$ cat src/rtl/scan_mux.sv
// ============================================================================
// Module      : scan_mux
// Description : Registered NCH-to-1 channel mux with manual select and a
//               timed auto-scan mode (dwell counter, hold, wrap pulse).
// Revision    : 1.0 - initial release
// ============================================================================
`default_nettype none

module scan_mux #(
  parameter int NCH   = 4,
  parameter int W     = 1,
  parameter int DWELL = 8,
  localparam int SELW = $clog2(NCH)
) (
  input  logic              clk,
  input  logic              rst,
  input  logic              en,
  input  logic              mode,
  input  logic [SELW-1:0]   sel,
  input  logic              hold,
  input  logic [NCH*W-1:0]  din,
  output logic [W-1:0]      y,
  output logic [SELW-1:0]   ch,
  output logic              valid,
  output logic              wrap
);

  typedef enum logic [1:0] {
    IDLE   = 2'd0,
    MANUAL = 2'd1,
    SCAN   = 2'd2
  } state_t;

  state_t          r_state, w_state;
  logic [W-1:0]    r_y, w_y;
  logic [SELW-1:0] r_ch, w_ch, w_scan_ch;
  logic            r_valid, w_valid;
  logic            r_wrap, w_wrap;
  logic [7:0]      r_cnt, w_cnt;
  logic [W-1:0]    w_sel_data;
  logic            w_sel_ok;

  // Loop-based mux so an out-of-range index simply selects nothing.
  function automatic logic [W-1:0] pick(input logic [SELW-1:0] idx,
                                        input logic [NCH*W-1:0] data);
    logic [W-1:0] res;
    res = '0;
    for (int k = 0; k < NCH; k++) begin
      if (idx == SELW'(k)) res = data[k*W +: W];
    end
    return res;
  endfunction

  always_comb begin
    w_sel_ok = 1'b0;
    for (int k = 0; k < NCH; k++) begin
      if (sel == SELW'(k)) w_sel_ok = 1'b1;
    end
    w_sel_data = pick(sel, din);
  end

  always_comb begin
    w_state   = IDLE;
    w_y       = r_y;
    w_ch      = r_ch;
    w_valid   = 1'b0;
    w_wrap    = 1'b0;
    w_cnt     = r_cnt;
    w_scan_ch = r_ch;

    if (en) w_state = mode ? SCAN : MANUAL;

    case (w_state)
      MANUAL: begin
        w_cnt = '0;
        if (w_sel_ok) begin
          w_y     = w_sel_data;
          w_ch    = sel;
          w_valid = 1'b1;
        end else begin
          w_y = '0;
        end
      end
      SCAN: begin
        w_valid = 1'b1;
        if (r_state != SCAN) begin
          w_scan_ch = '0;
          w_cnt     = '0;
        end else if (!hold) begin
          if (r_cnt == 8'(DWELL - 1)) begin
            w_cnt = '0;
            if (r_ch == SELW'(NCH - 1)) begin
              w_scan_ch = '0;
              w_wrap    = 1'b1;
            end else begin
              w_scan_ch = r_ch + SELW'(1);
            end
          end else begin
            w_cnt = r_cnt + 8'd1;
          end
        end
        w_ch = w_scan_ch;
        w_y  = pick(w_scan_ch, din);
      end
      default: ;
    endcase
  end

  always_ff @(posedge clk) begin
    if (rst) begin
      r_state <= IDLE;
      r_y     <= '0;
      r_ch    <= '0;
      r_valid <= 1'b0;
      r_wrap  <= 1'b0;
      r_cnt   <= '0;
    end else begin
      r_state <= w_state;
      r_y     <= w_y;
      r_ch    <= w_ch;
      r_valid <= w_valid;
      r_wrap  <= w_wrap;
      r_cnt   <= w_cnt;
    end
  end

  assign y     = r_y;
  assign ch    = r_ch;
  assign valid = r_valid;
  assign wrap  = r_wrap;

endmodule

`default_nettype wire

$ cat config.mk
export PLATFORM = sky130hd
export DESIGN_NAME = scan_mux
export DESIGN_NICKNAME = d
export VERILOG_FILES = /design/src/rtl/scan_mux.sv
export SDC_FILE = /design/constraint.sdc
export NUM_CORES = 1
export LEC_CHECK = 0
export ABC_AREA = 1
export CAP_MARGIN = 20
export CORE_MARGIN = 5
export CORE_UTILIZATION = 38
export CTS_BUF_LIST = sky130_fd_sc_hd__clkbuf_8
export DETAILED_ROUTE_END_ITERATION = 12
export HOLD_SLACK_MARGIN = 0.05
export MAX_ROUTING_LAYER = met4
export PLACE_DENSITY = 0.66
export RECOVER_POWER = 25
export SYNTH_ARGS = -nofsm -noshare
export SYNTH_HDL_FRONTEND = slang
export SYNTH_SLANG_ARGS = --single-unit
$ cat constraint.sdc
create_clock -name clk -period 2.1 [get_ports clk]
set_input_delay 0.63 -clock clk [delete_from_list [all_inputs] [get_ports clk]]
set_output_delay 0.63 -clock clk [all_outputs]
set_load 0.05 [all_outputs]
==> run_results.csv, run 1 <==
group,metric,value,unit
status,outcome,"finished, final reports clean",
power,pwr-share-comb,15.0,%
power,swShare,25.8,%
final_layout,stdcell_area,1100,sq um
critical_path,cp_slowest_stage_delay,0.80,ns
place,hpwl,1520,um
sta,finalSetupTns,0,ns
floorplan,die_area,3340,sq um
grt,use_met2,20.8,%
yosys,synth_top_family_by_area,"simple AND/OR/NAND/NOR gates",
floorplan,start_util,39.6,%
sta,worst_slack,0.103,ns
grt,grt_max_degree,10,
final_layout,num_antenna_cells,0,
grt,grt_pass1_vias,807,
clock_network,cts_tree,"yes",
yosys,synthAdderAreaFrac,2.88,%
clock_network,cts_resized,0,
place,dpl_cell_area,1060,sq um
routing,drtPass1Iterations,4,
yosys,synth_simple_gate_area_share,38.0,%
power,clkPwrFrac,37.4,%
final_layout,fillCellCount,227,
final_layout,mostFrequentLayoutCell,"dfxtp_1",
grt,grt_overflow,0,
sta,finalWorstPathRequiredPeriod,2.00,ns
critical_path,cp_num_buf_inv,1,
yosys,ys_types,34,
routing,wl,1850,um
final_layout,layout_common_cells,"dfxtp_1 (15), nand2_1 (14), inv_1 (14)",
place,placed_cells,157,
routing,viasPerCell,5.09,
final_layout,drive_above_1_share,19.5,%
sta,worst_pin_slew,0.596,ns
clock_network,clk_pin_slew,0.06,ns
critical_path,path_cells,"clkdlybuf4s50_1",
final_layout,area_growth,26.7,%
yosys,yosysWarningCount,0,
yosys,ys_seq_elements,15,
grt,grt.busiest_layer,"met2",
sta,period_share,95.1,%
place,post-place-ws,0.0183,ns
clock_network,clockBufferDepth,2,
yosys,synth-xor-area-share,0,%
floorplan,die_h,57.8,um
clock_network,cts_made_buffers,3,
grt,grt_pass1_wl,3140,um
clock_network,hold_buffers,0,
yosys,syn_area,868,sq um
critical_path,path_max_fanout,1,
floorplan,fp.coreArea,2190,sq um
min_path,min_path_type,"reg2reg",
power,p_int,461,uW
final_layout,multi_input_area,500,sq um
clock_network,clk_latency,0.25,ns
critical_path,cp.arrival,1.37,ns
routing,vias,819,
power,vdd_ir_drop_max,0.309,mV
routing,antenna_left,0,
power,p_sw,160,uW
yosys,syn-num-nets,125,
grt,use_met1,13.1,%
critical_path,worst-endpoint-required,1.47,ns
clock_network,cts_setup_buffers,0,
clock_network,clockRootBuffer,"clkbuf_8",
final_layout,fin_util,50.2,%
critical_path,criticalPathCategory,"reg2out",
place,io_buffers,15,
sta,setup_violations,0,
sta,slew_viol_final,0,
final_layout,finalNetCount,147,
power,seqPwrFrac,47.6,%
sta,hold_viol,0,
critical_path,cp-start-kind,"register",
critical_path,cp_slowest_cell,"clkdlybuf4s50_1",
sta,rsz0062_at_grt,"no",
critical_path,path_delay_family,"buffers and inverters",
yosys,avgSynthCellArea,7.75,sq um
floorplan,rows,17,
place,gp_congestion,0.849,
final_layout,instances_no_fill,161,
sta,maxSlewHeadroom,60.4,%
routing,drc_errors,0,
floorplan,ioPinCount,16,
final_layout,seq_area,300,sq um
sta,fin_skew,0.00214,ns
yosys,synth-compound-area-share,16.7,%
power,power.density,565,nW/um^2
grt,antenna_found_initial,0,
job,max_cap_viol_count,0,
floorplan,dieWidth,57.8,um
power,power_leakage,0.390,nW
clock_network,cts_htree_levels,1,
grt,gr-usage-all-layers,12.4,%
clock_network,clock_sinks,15,
grt,met3_usage,3.34,%
yosys,yosysSeqAreaShare,34.6,%
routing,dr.first_iter.drc_count,12,
routing,wire_per_inst,11.5,um
yosys,netlist_instances,112,
yosys,synth_mux_area_share,0,%
sta,max_freq,501,MHz
critical_path,worstSetupEndpointType,"output pin",
synthesized netlist by cell type, drive strengths merged:
cell type | instances | share of area (%)
a211oi | 1 | 0.86
a21oi | 8 | 5.0
a22o | 1 | 1.0
a31oi | 2 | 3.2
and3 | 1 | 0.72
clkbuf | 1 | 0.43
dfxtp | 15 | 35
ha | 2 | 2.9
inv | 17 | 7.3
nand2 | 18 | 8.9
nand3 | 11 | 8.1
nand3b | 1 | 0.86
nand4 | 2 | 1.4
nor2 | 13 | 8.6
nor3 | 7 | 4.6
nor3b | 2 | 2.3
nor4b | 1 | 1.0
o211ai | 1 | 0.86
o21ai | 3 | 1.7
o21bai | 1 | 0.86
o22ai | 1 | 0.72
o31ai | 1 | 2.4
or2 | 2 | 1.4
stage by stage:
stage	hold slack, ns	power, mW
2_1_floorplan	0.460	0.356
3_3_place_gp	0.476	0.398
3_5_place_dp	0.482	0.399
4_1_cts	0.491	0.630
5_1_grt	0.520	0.649
6_report	0.489	0.621
registers in the layout, indices dropped and copies added (netlist names):
name     cells
ch           2
y            1
wrap         1
r_cnt        8
valid        1
r_state      2
final timing paths:
path         endpoint     start  depth (start not counted)  slack, ns
min          r_cnt[1]  r_cnt[1]                          2       0.49
max              wrap      wrap                          1       0.10
max reg2reg         y  r_cnt[0]                         10       0.54
min reg2reg  r_cnt[1]  r_cnt[1]                          2       0.49
kinds of logic (layout without fill, tap and decap cells):
kind of cell / Yosys count / after routing
AND/OR/NAND/NOR: 58 / 58
flip-flops: 15 / 15
adder cells (fa/ha/maj): 2 / 2
AO/OA/AOI/OAI: 19 / 19
buffers and inverters: 18 / 39
power groups by stage:
stage	combinational, mW	sequential (mW)	clock [mW]
2_1_floorplan	0.0413	0.315	0
3_3_place_gp	0.0958	0.302	0
3_5_place_dp	0.0972	0.302	0
4_1_cts	0.0975	0.296	0.236
5_1_grt	0.102	0.297	0.251
6_report	0.0933	0.296	0.232
cell type report:
type / count / area share, %
inverter: 17 / 5.80
clock buffer: 3 / 3.75
multi-input combinational: 79 / 45.5
sequential: 15 / 27.3
tap: 28 / 3.19
timing repair buffer: 18 / 14.0
clock inverter: 1 / 0.455
per-layer routing:
metal / share of wire, % / wire length [um]
met4: 1.8 / 34
met5: 0 / 0
met2: 50 / 923
met3: 3.2 / 60
met1: 45 / 830
Power figures use the tool's default switching activity.
==> inputs of run 2 (changes only) <==
--- a/config.mk
+++ b/config.mk
@@ -13,7 +13,6 @@
 export DETAILED_ROUTE_END_ITERATION = 12
 export HOLD_SLACK_MARGIN = 0.05
 export MAX_ROUTING_LAYER = met4
-export PLACE_DENSITY = 0.66
 export RECOVER_POWER = 25
 export SYNTH_ARGS = -nofsm -noshare
 export SYNTH_HDL_FRONTEND = slang
==> run 2 against run 1 <==
Against the previous run:
- combinational power is 2.4% lower
- flip-flop and latch count stayed put
- sequential share of layout area is 0.31 points higher
- register-to-register slack worse by 0.03 ns
- global-route usage down 0.26 points
- largest power group unchanged
- first-iteration DRC count shrank 8.3%
- largest cell class unchanged
- die area did not move
- routed wire length is 2.7% lower
- clock skew down 0.00086 ns
- cell count is 1.2% lower
==> run_results.csv, run 2 (synthesized netlist as in run 1, its figures left out) <==
group,metric,value,unit
sta,slew_viol_final,0,
critical_path,cp-start-kind,"register",
final_layout,fin_util,49.6,%
critical_path,r2r_slack,0.51,ns
final_layout,num_antenna_cells,0,
clock_network,cts_resized,0,
critical_path,worst-endpoint-required,1.47,ns
min_path,min_to,"r_cnt[1]",
sta,rsz0062_at_grt,"no",
power,power.density,563,nW/um^2
status,outcome,"finished, final reports clean",
floorplan,die_h,57.8,um
sta,worst_pin_slew,0.606,ns
critical_path,cp_slowest_stage_delay,0.80,ns
clock_network,cts_made_buffers,3,
final_layout,instances_no_fill,159,
grt,antenna_found_initial,0,
power,vdd_ir_drop_max,0.394,mV
critical_path,path_cells,"clkdlybuf4s50_1",
sta,fin_hold_ws,0.498,ns
critical_path,reg2reg_depth,10,
critical_path,criticalPathCategory,"reg2out",
routing,wire_per_inst,11.3,um
final_layout,area_growth,25.2,%
routing,antenna_left,0,
power,power,612,uW
clock_network,clockRootBuffer,"clkbuf_8",
routing,dr.first_iter.drc_count,11,
final_layout,drive_above_1_share,18.3,%
critical_path,cp.arrival,1.35,ns
floorplan,rows,17,
critical_path,path_max_fanout,1,
sta,fin_skew,0.00128,ns
critical_path,worstSetupEndpointType,"output pin",
critical_path,cp_num_buf_inv,1,
place,io_buffers,15,
floorplan,dieWidth,57.8,um
place,placed_cells,155,
min_path,min_path_type,"reg2reg",
routing,wl_met2,854,um
sta,maxSlewHeadroom,59.8,%
clock_network,clock_sinks,15,
clock_network,clk_pin_slew,0.06,ns
grt,grt_pass1_vias,763,
grt,grt_max_degree,9,
sta,finalSetupTns,0,ns
routing,vias,790,
critical_path,r2r-end,"y",
clock_network,cts_setup_buffers,0,
critical_path,path_delay_family,"buffers and inverters",
clock_network,hold_buffers,0,
grt,grt_overflow,0,
grt,grt_pass1_wl,3120,um
routing,wl,1800,um
clock_network,cts_htree_levels,1,
job,max_cap_viol_count,0,
sta,period_share,94.5,%
routing,viasPerCell,4.97,
routing,routed.top_layer,"met4",
clock_network,clockBufferDepth,2,
place,post-place-ws,0.0383,ns
place,dpl_cell_area,1050,sq um
sta,max_freq,504,MHz
floorplan,start_util,39.6,%
routing,route.met3.wl,85,um
floorplan,ioPinCount,16,
routing,drc_errors,0,
grt,gr-usage-all-layers,12.2,%
critical_path,cp_slowest_cell,"clkdlybuf4s50_1",
power,power_leakage,0.386,nW
place,gp_congestion,0.680,
floorplan,fp.coreArea,2190,sq um
final_layout,largest_reg_flops,8,
sta,setup_violations,0,
final_layout,stdcell_area,1090,sq um
sta,finalWorstPathRequiredPeriod,1.98,ns
routing,drt-met1-wl,845,um
sta,worst_slack,0.115,ns
min_path,whs_path_depth,2,
final_layout,top_register,"r_cnt",
clock_network,cts_tree,"yes",
clock_network,clk_latency,0.24,ns
min_path,min_from,"r_cnt[1]",
final_layout,layout_common_cells,"inv_1 (15), dfxtp_1 (15), nand2_1 (14)",
routing,drtPass1Iterations,4,
critical_path,timing.rr.start,"r_cnt[0]",
final_layout,finalNetCount,145,
sta,hold_viol,0,
place,hpwl,1500,um
floorplan,die_area,3340,sq um
run 2: changes by cell type in the layout (fill, tap and decap cells not counted), sizes merged:
cell    before  now
buf          3    2
clkinv       1    0
inv         17   18
clkbuf       6    5
run 2: area by class of cell:
type                            instances  area [sq um]
Sequential cell                        15           300
Clock inverter                          1          3.75
Tap cell                               28          35.0
Clock buffer                            3          41.3
Fill cell                             237          1100
Inverter                               17          63.8
Multi-Input combinational cell         79           500
Timing Repair Buffer                   16           143
run 2: worst max-delay path by stage:
| stage | cells after the start | startpoint | slack (ns) | end |
|---|---|---|---|---|
| finish | 1 | valid | 0.12 | valid |
| global route | 1 | valid | 0.06 | valid |
| CTS | 1 | valid | 0.1 | valid |
| detailed placement | 5 | mode | 0.04 | r_cnt[3] |
| global placement | 5 | mode | 0.09 | r_cnt[3] |
| floorplan | 8 | ch[0] | 0.51 | y |
run 2: power breakdown:
part / internal (mW) / switching, mW
Sequential: 0.291 / 0.00452
Combinational: 0.0372 / 0.0539
Clock: 0.129 / 0.0957
Total: 0.458 / 0.154
run 2: per-layer routing:
| metal | up-vias | GRT usage [%] |
|---|---|---|
| li1 | 419 | - |
| met1 | 351 | 14.7 |
| met2 | 18 | 20.0 |
| met3 | 2 | 4.01 |
| met4 | 0 | 1.99 |
| met5 | - | - |
